==> src/rtl/pipeline_controller.sv <==
// Pipeline hazard/stall controller: load-use stalls, branch flushes, memory-wait freeze
// with timeout-to-error, plus saturating stall and flush performance counters.
module pipeline_controller #(
    parameter int unsigned TIMEOUT   = 255,
    parameter int unsigned CNT_WIDTH = 16
) (
    input  logic                 clock,
    input  logic                 reset,
    input  logic [4:0]           id_rs1,
    input  logic [4:0]           id_rs2,
    input  logic [4:0]           ex_rd,
    input  logic                 ex_mem_read,
    input  logic                 ex_branch_taken,
    input  logic [31:0]          ex_branch_target,
    input  logic                 mem_req,
    input  logic                 mem_ready,
    output logic                 pc_load,
    output logic                 if_id_load,
    output logic                 if_id_flush,
    output logic                 id_ex_flush,
    output logic                 mux3_selector,
    output logic [31:0]          pc_branch_out,
    output logic                 pipe_freeze,
    output logic                 mem_timeout,
    output logic [CNT_WIDTH-1:0] stall_cycles,
    output logic [CNT_WIDTH-1:0] flush_count
);

    localparam int unsigned WAIT_W    = 8;
    localparam logic [WAIT_W-1:0] TIMEOUT_W = WAIT_W'(TIMEOUT);

    typedef enum logic [1:0] {
        RUN      = 2'd0,
        LU_STALL = 2'd1,
        MEM_WAIT = 2'd2,
        ERROR    = 2'd3
    } state_t;

    state_t              state, next_state;
    logic [WAIT_W-1:0]   wait_cnt;
    logic [WAIT_W-1:0]   wait_inc;
    logic                wait_clr;
    logic                wait_en;
    logic                lu;
    logic                mem_stall;

    assign lu = ex_mem_read & (ex_rd != 5'd0) & ((ex_rd == id_rs1) | (ex_rd == id_rs2));
    assign mem_stall     = mem_req & ~mem_ready;
    assign wait_inc      = wait_cnt + WAIT_W'(1);
    assign pc_branch_out = ex_branch_target;

    // Next-state and control outputs; while reset is held the RUN defaults apply.
    always_comb begin
        next_state    = state;
        pc_load       = 1'b1;
        if_id_load    = 1'b1;
        if_id_flush   = 1'b0;
        id_ex_flush   = 1'b0;
        mux3_selector = 1'b0;
        pipe_freeze   = 1'b0;
        wait_clr      = 1'b0;
        wait_en       = 1'b0;
        if (reset) begin
            case (state)
                RUN, LU_STALL: begin
                    next_state = RUN;
                    if (mem_stall) begin
                        pc_load     = 1'b0;
                        if_id_load  = 1'b0;
                        pipe_freeze = 1'b1;
                        wait_clr    = 1'b1;
                        next_state  = MEM_WAIT;
                    end else if (ex_branch_taken) begin
                        mux3_selector = 1'b1;
                        if_id_flush   = 1'b1;
                        id_ex_flush   = 1'b1;
                    end else if (state == RUN && lu) begin
                        pc_load     = 1'b0;
                        if_id_load  = 1'b0;
                        id_ex_flush = 1'b1;
                        next_state  = LU_STALL;
                    end
                end
                MEM_WAIT: begin
                    if (mem_ready) begin
                        next_state = RUN;
                    end else begin
                        pc_load     = 1'b0;
                        if_id_load  = 1'b0;
                        pipe_freeze = 1'b1;
                        wait_en     = 1'b1;
                        if (wait_inc >= TIMEOUT_W) begin
                            next_state = ERROR;
                        end
                    end
                end
                ERROR: begin
                    pc_load     = 1'b0;
                    if_id_load  = 1'b0;
                    pipe_freeze = 1'b1;
                end
                default: next_state = RUN;
            endcase
        end
    end

    always_ff @(posedge clock or negedge reset) begin
        if (!reset) begin
            state <= RUN;
        end else begin
            state <= next_state;
        end
    end

    // Wait counter, sticky timeout flag and saturating performance counters.
    always_ff @(posedge clock or negedge reset) begin
        if (!reset) begin
            wait_cnt     <= '0;
            mem_timeout  <= 1'b0;
            stall_cycles <= '0;
            flush_count  <= '0;
        end else begin
            if (wait_clr) begin
                wait_cnt <= '0;
            end else if (wait_en) begin
                wait_cnt <= wait_inc;
            end
            if (next_state == ERROR) begin
                mem_timeout <= 1'b1;
            end
            if (!pc_load && (stall_cycles != '1)) begin
                stall_cycles <= stall_cycles + CNT_WIDTH'(1);
            end
            if ((if_id_flush || id_ex_flush) && (flush_count != '1)) begin
                flush_count <= flush_count + CNT_WIDTH'(1);
            end
        end
    end

endmodule

==> config.mk <==
export PLATFORM = sky130hd
export DESIGN_NAME = pipeline_controller
export DESIGN_NICKNAME = d
export VERILOG_FILES = /design/src/rtl/pipeline_controller.sv
export SDC_FILE = /design/constraint.sdc
export NUM_CORES = 1
export LEC_CHECK = 0
export BUFFER_PORTS_ARGS = -buffer_cell sky130_fd_sc_hd__buf_2
export CAP_MARGIN = 20
export CORE_AREA = 2 2 78 80
export CTS_CLUSTER_SIZE = 8
export DETAILED_ROUTE_END_ITERATION = 6
export DIE_AREA = 0 0 80 82
export GPL_TIMING_DRIVEN = 0
export PLACE_DENSITY = 0.75
export SLEW_MARGIN = 30
export SYNTH_ARGS = -nofsm -noshare
export SYNTH_HDL_FRONTEND = slang
export SYNTH_SLANG_ARGS = --single-unit
export TNS_END_PERCENT = 10
==> constraint.sdc <==
create_clock -name clock -period 2.2 [get_ports clock]
set_clock_uncertainty 0.2 [all_clocks]
set_input_delay 0.22 -clock clock [delete_from_list [all_inputs] [get_ports clock]]
set_output_delay 0.22 -clock clock [all_outputs]
set_load 0.01 [all_outputs]
Yosys cells after proc, flatten, opt, wreduce, memory -nomap -nowiden
Index checks and enable logic that the tools add are counted.
Widths: inputs -> output; s select.

operators by class
  bitwise gates (word level) = 5
  add/subtract/negate cells = 3
  order comparisons = 1
  eq/ne operators = 8
  muxes and demuxes = 32
  reduce and logical (&&, ||, !) cells = 9

operators with widths
  operator               number
  $add 16x1->16 const B  2
  $ne 16x16->1 const B   2
  $mux 1                 23
  $mux 8                 2
  $eq 5x5->1             2
  $add 8x1->8 const B    1
  $ge 8x8->1 const B     1
  $mux 2                 4
  $eq 2x2->1 const B     3
  $pmux 1 s3             2
  $reduce_bool 5->1      1
  $pmux 2 s2             1
  $and 1x1->1            3
  $logic_and 1x1->1      3
  $eq 2x1->1 const B     1
  $logic_not 2->1        1
  $reduce_bool 2->1      1
  $reduce_or 2->1        1
  $logic_not 1->1        1
  $logic_or 1x1->1       1
  $not 1->1              1
  $or 1x1->1             1

storage, ports and cells
  input port bits = 53
  logic and storage cells = 63
  flip-flop bits (word level) = 43

Depth between registers and ports, before layout
  word-level depth = 11
  depth in mapped cells = 8
  gate-level depth less buffers = 7

Worst setup path before layout
OpenSTA, ideal clock, no wires.

  path kind = input to output
  from = input port ex_rd[1]
  to = output port pc_load
  stages = 7
  path buffers = 2
  data arrival time = 1.723 ns
  required time = 1.780 ns
  setup slack = 0.057 ns
  path through = or4_1 -> o211a_1 -> nor3b_1 -> a21o_4 -> buf_6 -> inv_1 -> buf_4

between the ends
  word-level cells in the longest chain between the ends = 9

ends and longest elaborated chain
  what                                             RTL line  source
  from (decl)                                      11        input logic [4:0] ex_rd,
  $eq 5x5->1 or $reduce_bool 5->1 (tied branches)  47        assign lu = ex_mem_read & (ex_rd != 5'd0) & ((ex_rd == id_rs1) | (ex_rd == id_rs2));
  $or 1x1->1 or $and 1x1->1 (tied branches)        47
  $and 1x1->1 *                                    47
  $logic_and 1x1->1 *                              77        end else if (state == RUN && lu) begin
  $mux 1 * (3 in series)                           --
  $pmux 1 s3 *                                     --
  $mux 1 *                                         --
  to (decl)                                        17        output logic pc_load,

Every way passes the cells marked *; elsewhere a longest branch is shown, timed or not.

Worst setup path after layout
  from = register state[1]
  to = register flush_count[1]

between the ends
  word-level cells in the longest chain between the ends = 9

ends and longest elaborated chain
  what                    RTL line  source
  from (decl)             39        state_t state, next_state;
  from (signal assigned)  111       state <= next_state;
  $logic_not 2->1         64, 77
  $logic_and 1x1->1       77
  $mux 1                  77
  $mux 1                  73        end else if (ex_branch_taken) begin
  $mux 1                  67        if (mem_stall) begin
  $mux 1                  64        case (state)
  $mux 1                  63        if (reset) begin
  $logic_or 1x1->1 *      134       if ((if_id_flush || id_ex_flush) && (flush_count != '1)) begin
  $logic_and 1x1->1 *     134
  to (signal assigned)    135       flush_count <= flush_count + CNT_WIDTH'(1);
  to (decl)               26        output logic [CNT_WIDTH-1:0] flush_count

Marks and branches as above.
A chain may end at the register's enable or synchronous reset.

==> impl_results.md <==
* Run status: finished, violations left
* Failing checks: setup timing
* Critical path required time at 2.18 ns
* Max Buffers Root-to-Sink at 2
* Seq/Total Area, Yosys at 41.3%
* Largest family of logic cells by synthesized area: simple AND/OR/NAND/NOR gates
* Hpwl dp at 4090 um
* Setup violations, final at 2
* Layout net count at 433
* Die Y at roughly 82 um
* #FFs+latches synth at 43
* Gr usage total at approximately 18%
* Syn. warnings at 0
* XOR/XNOR Fraction of Synth Area at ~15%
* Design area at 3480 um^2
* Synth area leaders: dfrtp_1 (41%), xnor2_1 (12%), buf_4 (9.8%)
* DR WL/cell at 13.4 um
* Max-Cap Viols at 0
* Final hold vios at 0
* Area post-placement at 3150 um^2
* Mux cell area share after synthesis at less than 1%
* CP Launch Type: flop
* Synth Area in Compound Gates at 5.82%
* H-tree depth at 2
* Initial antenna violation count at 0
* Final worst slack at -0.0574 ns
* Post-Synthesis Cells at 266
* F_max at 443 MHz
* Num ports at 124
* Synth Area in Simple Gates at 22.9%
* DIE WIDTH at roughly 80 um
* Placed insts at between 400 and 500
* Final period util at 103%
* Mapped Nets at 323
* Max-slew headroom at 68.0%
* Netlist cell types at 37
* Setup CP Type: flop to flop
* Initial Utilization at 45.3%
* Die area at 6560 um^2
* Share of cells above drive strength 1 at 45.6%
* First-pass GRT wire length at 9320 um
* CTS buffer count at 5
* RSZ-0062 raised after global routing: true
* Vias at 2265
* PwrDens at between 600 and 700 nW/um^2
* Worst hold path class: input pin to flop
* Top cell type's share of synthesized area at around two fifths
* Max FO, Critical Path at 7
* VDD IR max at 0.733 mV
* CTS root buf: clkbuf_8
* Detail Route Antenna Nets at 0
* Worst-Margin Slew at 0.476 ns
* Vias in the first global route at 2080
* Slew Viols, Final at 0
* Synthesized-area fraction occupied by adder cells at 1.92%
* Core area at approximately 5700 um^2
* Clock-pin slew on the worst setup and hold paths at 0.08 ns
* # clock sinks at 43
* Minimum clock period at 2.26 ns
* Worst skew pair latency at 0.30 ns
* Row Count at 28
* Syn Area/Cell at 9.78 um^2
* Mapped Area at 2600 um^2
* Crit path DAT at 2.24 ns
* FF-to-FF setup slack at -0.06 ns
* CTS tree: built
* Pre-CTS setup slack at -0.533 ns
* GP Congestion at 0.815
* # diodes at 0
* Fin cells at about 450
* Fin util at 60.6%
* # DRC at 0
* Congestion Overflow GR at 0
* Drt first pass iters at 4
* Largest net degree at the start of global routing at 44
* Number of buffers added on ports at 91
* Post-synth top area cell: dfrtp_1
* Area delta synth->final at 33.9%
* First DRT Iteration DRCs at 163
* Routed WL at about 6000 um
* Leakage Power at 0.00177 uW
* Via-to-Cell Ratio at 5.01
* CP endpoint kind: flop
-- worst max-delay path, cell delays in order, from the launching register on --
cell	delay, ns
dfrtp_1	0.43
buf_6	0.14
or3_4	0.32
buf_6	0.14
o21bai_4	0.16
and3b_2	0.31
buf_4	0.13
mux2_2	0.32
-- layout make-up --
type,instances,area (um^2)
Tap cell,75,93.8
Buffer,38,304
Multi-Input combinational cell,179,1300
Fill cell,487,2260
Inverter,6,22.5
Clock buffer,8,100
Timing Repair Buffer,103,591
Sequential cell,43,1080
-- power by group --
| group | total (uW) | internal (uW) | switching, uW |
|---|---|---|---|
| sequential | 1070 | 905 | 161 |
| clock | 550 | 287 | 264 |
| combinational | 650 | 345 | 305 |
-- flip-flops by register name, summed over array words and instances, names as in the netlist --
signal / flops
flush_count: 16
mem_timeout: 1
stall_cycles: 16
state: 2
wait_cnt: 8
-- routing by layer --
| metal | wire [um] | up-vias | global-route usage, % |
|---|---|---|---|
| met1 | 2530 | 1066 | 22.5 |
| met5 | 0 | - | 0 |
| li1 | - | 1092 | - |
| met4 | 133 | 0 | 7.97 |
| met3 | 447 | 13 | 3.52 |
| met2 | 2920 | 94 | 30.1 |
-- metrics by stage --
stage	hold slack, ns	setup TNS (ns)	power [uW]
finish	0.0708	-0.0843	2270
CTS	0.0255	-0.0827	2230
global route	0.0782	-0.858	2410
floorplan	-0.276	0	1400
detailed placement	0.0569	-7.01	1650
global placement	0.237	-19.56	1630
-- cell families after synthesis --
family / after synthesis
buf+inv: 44
xor+xnor: 46
mux: 2
simple gates: 104
compound gates: 23
flops: 43
fa+ha+maj: 4
-- cells in the mapped netlist, drive strengths merged --
cell	count
xnor2	35
inv	6
or3	1
and2	4
dfrtp	43
nor4	2
and4b	1
mux2	2
or4	1
and3	17
o41a	1
nand4b	1
ha	4
nor2b	4
buf	38
o21ai	8
a21o	4
nor3	3
nand4	9
nor3b	1
nand3	24
nor2	13
o21bai	1
o221ai	1
nor4b	2
and3b	1
o22ai	1
nand2	20
a21oi	6
o211a	1
xor2	11
-- cells in the final DEF, fill, tap and decap left out, types with 3 or more instances in the layout --
cell	netlist	layout
a21o_1	3	3
a21oi_1	6	4
and2_1	4	4
and3_1	17	17
buf_2	3	89
buf_4	34	44
buf_6	1	3
clkbuf_8	0	7
dfrtp_1	43	42
ha_1	4	3
inv_1	6	5
nand2_1	20	20
nand3_1	15	13
nand3_2	9	11
nand4_1	9	9
nor2_1	13	12
nor2b_1	4	3
o21ai_0	7	7
xnor2_1	35	35
xor2_1	11	11
-- repair_timing --
action | in CTS | in global routing
endpoints found under the hold margin | 43 | 0
hold buffers | 2 | 0
pin swaps | 3 | 9
setup buffers | 5 | 4
endpoints found under the setup margin | 17 | 18
resized for setup | 12 | 15
cloned | 0 | 1
-- path summary, 6_finish.rpt --
check,startpoint,end,cells after the start
max in group asynchronous,reset,wait_cnt[0],3
max reg2reg,state[1],flush_count[1],7
min in group asynchronous,reset,stall_cycles[7],3
min reg2reg,mem_timeout,mem_timeout,1
max,state[1],flush_count[1],7
min,reset,state[0],3
No activity file was read; power rests on OpenSTA's default activity.
